==> config.mk <==
export PLATFORM = sky130hd
export DESIGN_NAME = alu_arbiter
export DESIGN_NICKNAME = d
export VERILOG_FILES = /design/src/rtl/alu_pkg.sv /design/src/rtl/alu.sv /design/src/rtl/alu_arbiter.sv
export SDC_FILE = /design/constraint.sdc
export NUM_CORES = 1
export LEC_CHECK = 0
export ABC_CLOCK_PERIOD_IN_PS = 15380
export BUFFER_PORTS_ARGS = -buffer_cell sky130_fd_sc_hd__clkbuf_2
export CAP_MARGIN = 30
export CORE_MARGIN = 4
export CORE_UTILIZATION = 60
export CTS_CLUSTER_SIZE = 12
export DETAILED_ROUTE_END_ITERATION = 7
export PLACE_DENSITY = 0.95
export SLEW_MARGIN = 10
export SYNTH_ARGS = -nofsm -noshare
export SYNTH_HDL_FRONTEND = slang
export SYNTH_SLANG_ARGS = --single-unit
==> constraint.sdc <==
create_clock -name clk -period 15.38 [get_ports clk]
set_input_delay 0.769 -clock clk [delete_from_list [all_inputs] [get_ports clk]]
set_output_delay 0.769 -clock clk [all_outputs]
set_load 0.05 [all_outputs]
==> src/rtl/alu_pkg.sv <==
// Shared ALU definitions: datapath width, op codes, legality check and
// the arbiter priority-pointer encoding.
package alu_pkg;

    localparam int DATA_W = 32;

    localparam logic [3:0] ALU_AND = 4'b0000;
    localparam logic [3:0] ALU_OR  = 4'b0001;
    localparam logic [3:0] ALU_ADD = 4'b0010;
    localparam logic [3:0] ALU_SUB = 4'b0110;
    localparam logic [3:0] ALU_SLT = 4'b0111;

    typedef enum logic {
        PRI0 = 1'b0,
        PRI1 = 1'b1
    } pri_e;

    function automatic logic alu_op_legal(input logic [3:0] op);
        case (op)
            ALU_AND, ALU_OR, ALU_ADD, ALU_SUB, ALU_SLT: return 1'b1;
            default:                                    return 1'b0;
        endcase
    endfunction

endpackage

==> src/rtl/alu.sv <==
// Combinational 32-bit ALU. Unknown control codes produce a zero result,
// so the zero flag is set for them.
module alu
    import alu_pkg::*;
(
    input  logic [3:0]        ctrl,
    input  logic [DATA_W-1:0] input1,
    input  logic [DATA_W-1:0] input2,
    output logic [DATA_W-1:0] result,
    output logic              zero
);

    always_comb begin
        result = '0;
        case (ctrl)
            ALU_AND: result = input1 & input2;
            ALU_OR:  result = input1 | input2;
            ALU_ADD: result = input1 + input2;
            ALU_SUB: result = input1 - input2;
            // Unsigned compare.
            ALU_SLT: result = {{(DATA_W-1){1'b0}}, (input1 < input2)};
            default: result = '0;
        endcase
    end

    assign zero = (result == '0);

endmodule

==> src/rtl/alu_arbiter.sv <==
// Round-robin sharing of one ALU between two requesters, each with a
// one-entry response buffer returned over its own valid/ready channel.
module alu_arbiter
    import alu_pkg::*;
(
    input  logic              clk,
    input  logic              rst_n,
    input  logic              req0_valid,
    output logic              req0_ready,
    input  logic [3:0]        req0_op,
    input  logic [DATA_W-1:0] req0_a,
    input  logic [DATA_W-1:0] req0_b,
    input  logic              req1_valid,
    output logic              req1_ready,
    input  logic [3:0]        req1_op,
    input  logic [DATA_W-1:0] req1_a,
    input  logic [DATA_W-1:0] req1_b,
    output logic              rsp0_valid,
    input  logic              rsp0_ready,
    output logic [DATA_W-1:0] rsp0_result,
    output logic              rsp0_zero,
    output logic              rsp0_illegal,
    output logic              rsp1_valid,
    input  logic              rsp1_ready,
    output logic [DATA_W-1:0] rsp1_result,
    output logic              rsp1_zero,
    output logic              rsp1_illegal,
    output logic              busy,
    output logic              dbg_ptr
);

    // Handshakes: a transfer happens on a rising edge where valid && ready;
    // the sender holds its payload stable while valid && !ready.

    pri_e              r_ptr;
    logic              r_rsp0_valid;
    logic [DATA_W-1:0] r_rsp0_result;
    logic              r_rsp0_zero;
    logic              r_rsp0_illegal;
    logic              r_rsp1_valid;
    logic [DATA_W-1:0] r_rsp1_result;
    logic              r_rsp1_zero;
    logic              r_rsp1_illegal;

    logic              w_elig0;
    logic              w_elig1;
    logic              w_grant0;
    logic              w_grant1;
    logic [3:0]        w_op;
    logic [DATA_W-1:0] w_a;
    logic [DATA_W-1:0] w_b;
    logic [DATA_W-1:0] w_result;
    logic              w_zero;
    logic              w_illegal;

    // A full buffer being drained this cycle can be refilled in the same cycle.
    assign w_elig0 = req0_valid && (!r_rsp0_valid || rsp0_ready);
    assign w_elig1 = req1_valid && (!r_rsp1_valid || rsp1_ready);

    assign w_grant0 = rst_n && w_elig0 && (!w_elig1 || (r_ptr == PRI0));
    assign w_grant1 = rst_n && w_elig1 && (!w_elig0 || (r_ptr == PRI1));

    assign req0_ready = w_grant0;
    assign req1_ready = w_grant1;

    assign w_op = w_grant1 ? req1_op : req0_op;
    assign w_a  = w_grant1 ? req1_a  : req0_a;
    assign w_b  = w_grant1 ? req1_b  : req0_b;

    alu u_alu (
        .ctrl   (w_op),
        .input1 (w_a),
        .input2 (w_b),
        .result (w_result),
        .zero   (w_zero)
    );

    assign w_illegal = !alu_op_legal(w_op);

    always_ff @(posedge clk or negedge rst_n) begin
        if (!rst_n) begin
            r_ptr          <= PRI0;
            r_rsp0_valid   <= 1'b0;
            r_rsp0_result  <= '0;
            r_rsp0_zero    <= 1'b0;
            r_rsp0_illegal <= 1'b0;
            r_rsp1_valid   <= 1'b0;
            r_rsp1_result  <= '0;
            r_rsp1_zero    <= 1'b0;
            r_rsp1_illegal <= 1'b0;
        end else begin
            if (w_grant0) begin
                r_ptr <= PRI1;
            end else if (w_grant1) begin
                r_ptr <= PRI0;
            end

            if (w_grant0) begin
                r_rsp0_valid   <= 1'b1;
                r_rsp0_result  <= w_result;
                r_rsp0_zero    <= w_zero;
                r_rsp0_illegal <= w_illegal;
            end else if (rsp0_ready) begin
                r_rsp0_valid   <= 1'b0;
            end

            if (w_grant1) begin
                r_rsp1_valid   <= 1'b1;
                r_rsp1_result  <= w_result;
                r_rsp1_zero    <= w_zero;
                r_rsp1_illegal <= w_illegal;
            end else if (rsp1_ready) begin
                r_rsp1_valid   <= 1'b0;
            end
        end
    end

    assign rsp0_valid   = r_rsp0_valid;
    assign rsp0_result  = r_rsp0_result;
    assign rsp0_zero    = r_rsp0_zero;
    assign rsp0_illegal = r_rsp0_illegal;
    assign rsp1_valid   = r_rsp1_valid;
    assign rsp1_result  = r_rsp1_result;
    assign rsp1_zero    = r_rsp1_zero;
    assign rsp1_illegal = r_rsp1_illegal;
    assign busy         = r_rsp0_valid || r_rsp1_valid;
    assign dbg_ptr      = (r_ptr == PRI1);

endmodule

## Yosys cells after proc, flatten, opt, wreduce, memory -nomap -nowiden

Index checks and enable logic that the tools add are counted.

- Reductions and logical operators: 22
- Bitwise operators: 3
- Add/sub/neg operators: 2
- Equal/unequal tests: 4
- $lt $le $gt $ge: 1
- Mux-type cells: 11

Operators by type and width:

| kind | number |
|---|---|
| one-hot mux 32 bit (5 select lines) | 1 |
| two-way mux 32 bit | 2 |
| adder 32 bit | 1 |
| bitwise AND 32 bit | 1 |
| zero test 32 bit | 1 |
| < comparator 32 bit | 1 |
| bitwise OR 32 bit | 1 |
| subtractor 32 bit | 1 |
| equality test 4 x 3 -> 1 bit, second input constant | 2 |
| two-way mux 1 bit | 7 |
| logical AND 1 bit | 6 |
| nonzero test 2 bit | 3 |
| zero test 1 bit | 5 |
| logical OR 1 bit | 5 |
| OR reduction 5 bit | 1 |
| equality test 4 x 1 -> 1 bit, second input constant | 1 |
| equality test 4 x 2 -> 1 bit, second input constant | 1 |
| zero test 4 bit | 1 |
| two-way mux 4 bit | 1 |
| NOT 1 bit | 1 |

- Output and inout port bits: 74
- Register bits after elaboration: 71
- Input port bits: 142

## Logic depth before layout (Yosys ltp)

- Depth after elaboration: 11
- Depth in mapped cells: 23
- Gate-level depth less buffers: 19

## Hierarchy

Synthesis repeated with hierarchy kept, for this count alone.

- Cells, all modules: 1092
- Area total of the unflattened synthesis: 9143.8 um^2

Modules (own cells, without submodules):

| module | cells each | area an instance (um^2) | times used | seq. area each (um^2) |
|---|---|---|---|---|
| alu | 845 | 5586.6 | 1 | 0.0 |
| alu_arbiter | 247 | 3557.2 | 1 | 1776.7 |

## Worst setup path after synthesis

Ideal clock, no wire load.

- Kind: input to register
- Start point: input rsp0_ready
- End point: register r_rsp1_zero, in the netlist rsp1_zero
- Arrival: 5794 ps
- Slack: 9495 ps
- Stages: 21
- Path buffers: 4
- Data required time: 15288 ps
- Path through: nand2b_1 a211o_1 buf_6 inv_1 buf_2 buf_1 nand2_1 nand2_1 ha_1 buf_2 or3b_1 a31oi_1 nor2_1 a211oi_1 a21boi_1 o21ba_2 a221oi_1 o211ai_1 or4b_1 or4_4 o31ai_2

- Cells in the longest elaborated chain, start to end: 9
- Elaborated cells on any way between the ends: 20
- Those cells by class: 2 x add/sub; 1 x order compare; 4 x eq/ne; 4 x mux; 2 x bitwise; 7 x reduce/logical

Ends and longest elaborated chain:

| item | RTL line | source |
|---|---|---|
| from (decl) | alu_arbiter.sv:19 | `input logic rsp0_ready,` |
| logical OR 1 bit (*) | alu_arbiter.sv:57 | `assign w_elig0 = req0_valid && (!r_rsp0_valid \|\| rsp0_ready);` |
| logical AND 1 bit (*) | alu_arbiter.sv:57 |  |
| zero test 1 bit (*) | alu_arbiter.sv:61 | `assign w_grant1 = rst_n && w_elig1 && (!w_elig0 \|\| (r_ptr == PRI1));` |
| logical OR 1 bit (*) | alu_arbiter.sv:61 |  |
| logical AND 1 bit (*) | alu_arbiter.sv:61 |  |
| named net req1_ready | alu_arbiter.sv:14 | `output logic req1_ready,` |
| two-way mux 32 bit (tied with other cells) | alu_arbiter.sv:67 | `assign w_a = w_grant1 ? req1_a : req0_a;` |
| subtractor 32 bit (tied with other cells) | alu.sv:19 | `ALU_SUB: result = input1 - input2;` |
| one-hot mux 32 bit (5 select lines) | alu.sv:15 | `case (ctrl)` |
| zero test 32 bit | alu.sv:26 | `assign zero = (result == '0);` |
| to (signal assigned) | alu_arbiter.sv:110 | `r_rsp1_zero <= w_zero;` |
| to (decl) | alu_arbiter.sv:42 | `logic r_rsp1_zero;` |

The timed path passes the listed nets; every way through them passes the cells marked *.
A chain may end at the register's enable or synchronous reset.

## Worst setup path after layout

- Start point: input rst_n
- End point: register r_rsp0_zero, in the netlist rsp0_zero

- Cells in the longest elaborated chain, start to end: 6
- Elaborated cells on any way between the ends: 19
- Those cells by class: 2 x add/sub; 1 x order compare; 4 x eq/ne; 4 x mux; 2 x bitwise; 6 x reduce/logical

Ends and longest elaborated chain:

| item | RTL line | source |
|---|---|---|
| from (decl) | alu_arbiter.sv:7 | `input logic rst_n,` |
| logical AND 1 bit (2 in a row) | alu_arbiter.sv:61 |  |
| two-way mux 32 bit (tied with other cells) | alu_arbiter.sv:67 |  |
| subtractor 32 bit (tied with other cells) | alu.sv:19 |  |
| one-hot mux 32 bit (5 select lines) | alu.sv:15 |  |
| zero test 32 bit | alu.sv:26 |  |
| to (signal assigned) | alu_arbiter.sv:101 | `r_rsp0_zero <= w_zero;` |
| to (decl) | alu_arbiter.sv:38 | `logic r_rsp0_zero;` |

Several ways; a longest one is shown, not always the timed one.

==> key figures <==
Worst setup path
  • CP endpoint kind: flip-flop
  • CP Max Fanout: 73
  • Startpoint types: input pin
  • Reg2reg path depth: 20
  • Worst EP required: 15.60 ns
  • Worst Setup Path Type: input pin to flip-flop
  • Worst EP arrival: approximately 7.4 ns

Floorplan
  • Core area: ~0.015 mm^2
  • Die X: 131 um
  • Initial Utilization: 0.617
  • Die H: 131 um
  • Row count: between 40 and 50
  • I/O Pins: 216
  • Die area: between 0.015 and 0.02 mm^2

CTS
  • CTS Hold Bufs: 0
  • Clk pin slew, worst setup/hold paths: 0.05 ns
  • Cts bufs inserted: 9
  • Clock Root Buffer: clkbuf_16
  • CTS tree: done
  • PostCTS Resize Cnt: 0
  • Postcts setup bufs: 0
  • CTS max path bufs: 2
  • Clock latency on the worst-skew pair: 0.33 ns
  • H-Tree Depth: 3
  • Sinks on the clock net: slightly above 70

Power and ir drop
  • Leakage: 5.40 nW
  • Worst VDD drop: between 0.0001 and 0.00015 V
  • Power per Cell Area: 111 mW/mm^2

Synth
  • Post-synth ARST share: 1.00
  • Synthesis Warnings: 0
  • Post-synth net total: between 1,500 and 2,000
  • Number of synthesized flops with an enable pin: 0
  • Post-synthesis simple-gate area fraction: 0.258
  • Cells after Synth: 1,302
  • Distinct cell type count of the synthesized netlist: 80
  • Mux cell area share after synthesis: 0.0376
  • Post-synthesis adder-cell area fraction: 0.143
  • Main combinational cell family by area after synthesis: compound AO/OA/AOI/OAI gates
  • Synth Area in Compound Gates: 0.269
  • Synth Area in XOR/XNOR: 0.0203
  • Seq/Total Area, Yosys: 0.196
  • Post-Syn Area per Cell: 6.97 um^2
  • Synthesized cell area: 0.00908 mm^2
  • FF+latch count, synth: 71
  • Main flop type after synthesis: dfrtp_1

Placed design
  • Dpl cells: 1,634
  • Post-DP HPWL: 25.3 mm
  • Port-buffer cells: 215
  • Routability Congestion: between 1 and 1.5
  • Placed inst area: slightly above 0.01 mm^2

Min path
  • Worst min path class: flip-flop to flip-flop
  • Hold Path Cell Cnt: 2

Global route
  • Top Usage Layer GRT: met2
  • Number of global-route vias before repair: 9,813
  • Met2 Use GR: 0.591
  • Largest net degree at the start of global routing: 79
  • GRT Residual Overflow: 0
  • Global Route Usage Sum: 0.378
  • First-pass GRT wire length: 51.6 mm
  • GR Util met1: 0.517
  • Initial antenna violation count: 0
  • Met3 Track Usage GR: 0.0760

Cells and area
  • Diode count: 0
  • Reg area: 0.00178 mm^2
  • Multi-input combinational cell area: 0.00665 mm^2
  • Fin cells: ~1,700
  • Final instance area: approximately 0.010 mm^2
  • Nets@finish: 1,706
  • Layout fillers: 1,237
  • Layout area overhead: 15.0%
  • Layout cells sized above 1: 0.183

Drt
  • DRT antenna net count: 0
  • Detailed-route via count: 10,669
  • Pre-Repair DR Iteration Count: 8
  • # DRC: 4
  • Mean routed wirelength per cell: 20.1 um
  • Total wire length: 33.1 mm
  • Via/cell ratio: 6.47
  • 1st-iter DRT viols: 1,415

Timing
  • Fmax: 140 MHz
  • Final Slew Violations: 0
  • Fin. Hold Viols: 0
  • Final Skew: 0.00550 ns
  • Setup_tns: 0 ns
  • Fin crit period: ~7 ns
  • Final setup viols: 0
  • Worst-Margin Slew: 1.08 ns
  • RSZ-0062 raised after global routing: false
  • Max-slew headroom: 0.278
  • Worst hold margin: around 0.48 ns
  • Final period util: 0.464

Status
  • Outcome: complete, but fails checks
  • Failing checks: design-rule violations

Run
  • MaxCap Viol Count: 0
-- stage by stage --
| stage | setup WS, ns | utilization | power, W |
|---|---|---|---|
| after detailed placement | 8.08 | 0.691 | 0.000941 |
| after global routing | 7.72 | 0.710 | 0.00122 |
| final | 8.24 | 0.710 | 0.00116 |
| after global placement | 8.25 | 0.691 | 0.000929 |
| after CTS | 8.26 | 0.709 | 0.00114 |
| after floorplan | 9.49 | - | 0.000753 |
-- flip-flops by register name (all words and copies together), names as in the netlist --
register / cells
rsp1_result: 32
rsp1_zero: 1
rsp0_valid: 1
rsp0_illegal: 1
dbg_ptr: 1
rsp1_illegal: 1
rsp0_zero: 1
rsp0_result: 32
rsp1_valid: 1
-- cells in the mapped netlist (7+ instances only) --
| master | instances | area share |
|---|---|---|
| a21oi_1 | 80 | 0.044 |
| nand2_1 | 307 | 0.13 |
| a31oi_1 | 14 | 0.0096 |
| a221o_1 | 7 | 0.0077 |
| and3_1 | 9 | 0.0062 |
| nand3_1 | 20 | 0.011 |
| nor2b_1 | 12 | 0.0083 |
| clkbuf_1 | 54 | 0.022 |
| nand2b_1 | 16 | 0.011 |
| o31ai_1 | 8 | 0.0066 |
| a221oi_1 | 7 | 0.0068 |
| buf_1 | 7 | 0.0029 |
| o211ai_1 | 21 | 0.017 |
| nor3_1 | 23 | 0.013 |
| o22ai_1 | 10 | 0.0069 |
| xnor2_1 | 16 | 0.015 |
| dfrtp_1 | 71 | 0.20 |
| o21bai_1 | 10 | 0.0083 |
| a21o_1 | 12 | 0.0099 |
| ha_1 | 100 | 0.14 |
| mux2i_1 | 27 | 0.030 |
| o221ai_1 | 7 | 0.0068 |
| inv_1 | 98 | 0.041 |
| buf_2 | 9 | 0.0050 |
| nor4_1 | 10 | 0.0069 |
| o21ai_0 | 115 | 0.063 |
| or3_1 | 10 | 0.0069 |
| a211oi_1 | 19 | 0.016 |
| nand4_1 | 12 | 0.0083 |
| nor2_1 | 78 | 0.032 |
-- cell families after synthesis --
| group | Yosys count |
|---|---|
| AO/OA/AOI/OAI | 374 |
| flip-flops | 71 |
| buffers and inverters | 172 |
| AND/OR/NAND/NOR | 528 |
| multiplexers | 33 |
| XOR/XNOR | 21 |
| adder cells (fa/ha/maj) | 103 |
-- layer usage --
| layer | up-vias | wire length (um) | share of wire |
|---|---|---|---|
| met2 | 842 | 14500 | 0.44 |
| met5 | - | 0 | 0 |
| met1 | 4838 | 13100 | 0.40 |
| met4 | 0 | 1080 | 0.033 |
| li1 | 4886 | - | - |
| met3 | 103 | 4420 | 0.13 |
-- power by group --
part / leakage [nW] / total [W] / internal [W] / switching [W]
Combinational: 4.32 / 0.000705 / 0.000200 / 0.000505
Sequential: 0.938 / 0.000262 / 0.000229 / 0.0000321
Clock: 0.142 / 0.000196 / 0.000123 / 0.0000730
-- final timing paths --
kind                                            start                           to  slack [ns]
min in group asynchronous                       rst_n  rsp1_result[17]$_DFFE_PN0N_        0.64
min reg2reg                rsp0_result[3]$_DFFE_PN0P_   rsp0_result[3]$_DFFE_PN0P_        0.48
max reg2reg                    rsp1_valid$_DFFE_PN0P_        rsp0_zero$_DFFE_PN0P_        9.10
min                        rsp0_result[3]$_DFFE_PN0P_   rsp0_result[3]$_DFFE_PN0P_        0.48
max in group asynchronous                       rst_n  rsp0_result[15]$_DFFE_PN0P_       14.17
max                                             rst_n        rsp0_zero$_DFFE_PN0P_        8.24
-- cell usage in the layout (no fill, tap or decap), types with 14 or more instances in the layout --
cell type and instances:
a31oi_1 14, nand3_1 20, a211oi_1 19, nor2_1 78
clkbuf_2 214, mux2i_1 25, nand2b_1 16, o211ai_1 21
nor3_1 23, inv_1 97, dfrtp_1 71, ha_1 100
nand2_1 307, xnor2_1 16, a21oi_1 80, o21ai_0 115
-- critical path, stage by stage --
cell and delay, ns:
buf_2 0.08, buf_4 0.66, nand2_1 0.24, a211o_4 0.61, inv_2 0.11, buf_4 0.53, nand2_1 0.12, nand2_1 0.14
ha_1 0.18, inv_1 0.06, fa_1 0.48, nand2b_1 0.12, a2111oi_2 0.08, o32a_1 0.37, a21oi_1 0.45, nor4_1 0.14
a211oi_1 0.56, nand3_1 0.16, a311oi_1 0.61, nand2b_1 0.11, or4_4 0.45, o41ai_2 0.21
-- area by class of cell --
class | instances | share of cell area
clock buffers | 10 | 0.0219
clock inverters | 5 | 0.00480
inverters | 98 | 0.0353
multi-input cells | 1059 | 0.637
flip-flops and latches | 71 | 0.170
well taps | 184 | 0.0221
repair buffers | 223 | 0.109
No activity file was read; power rests on OpenSTA's default activity.
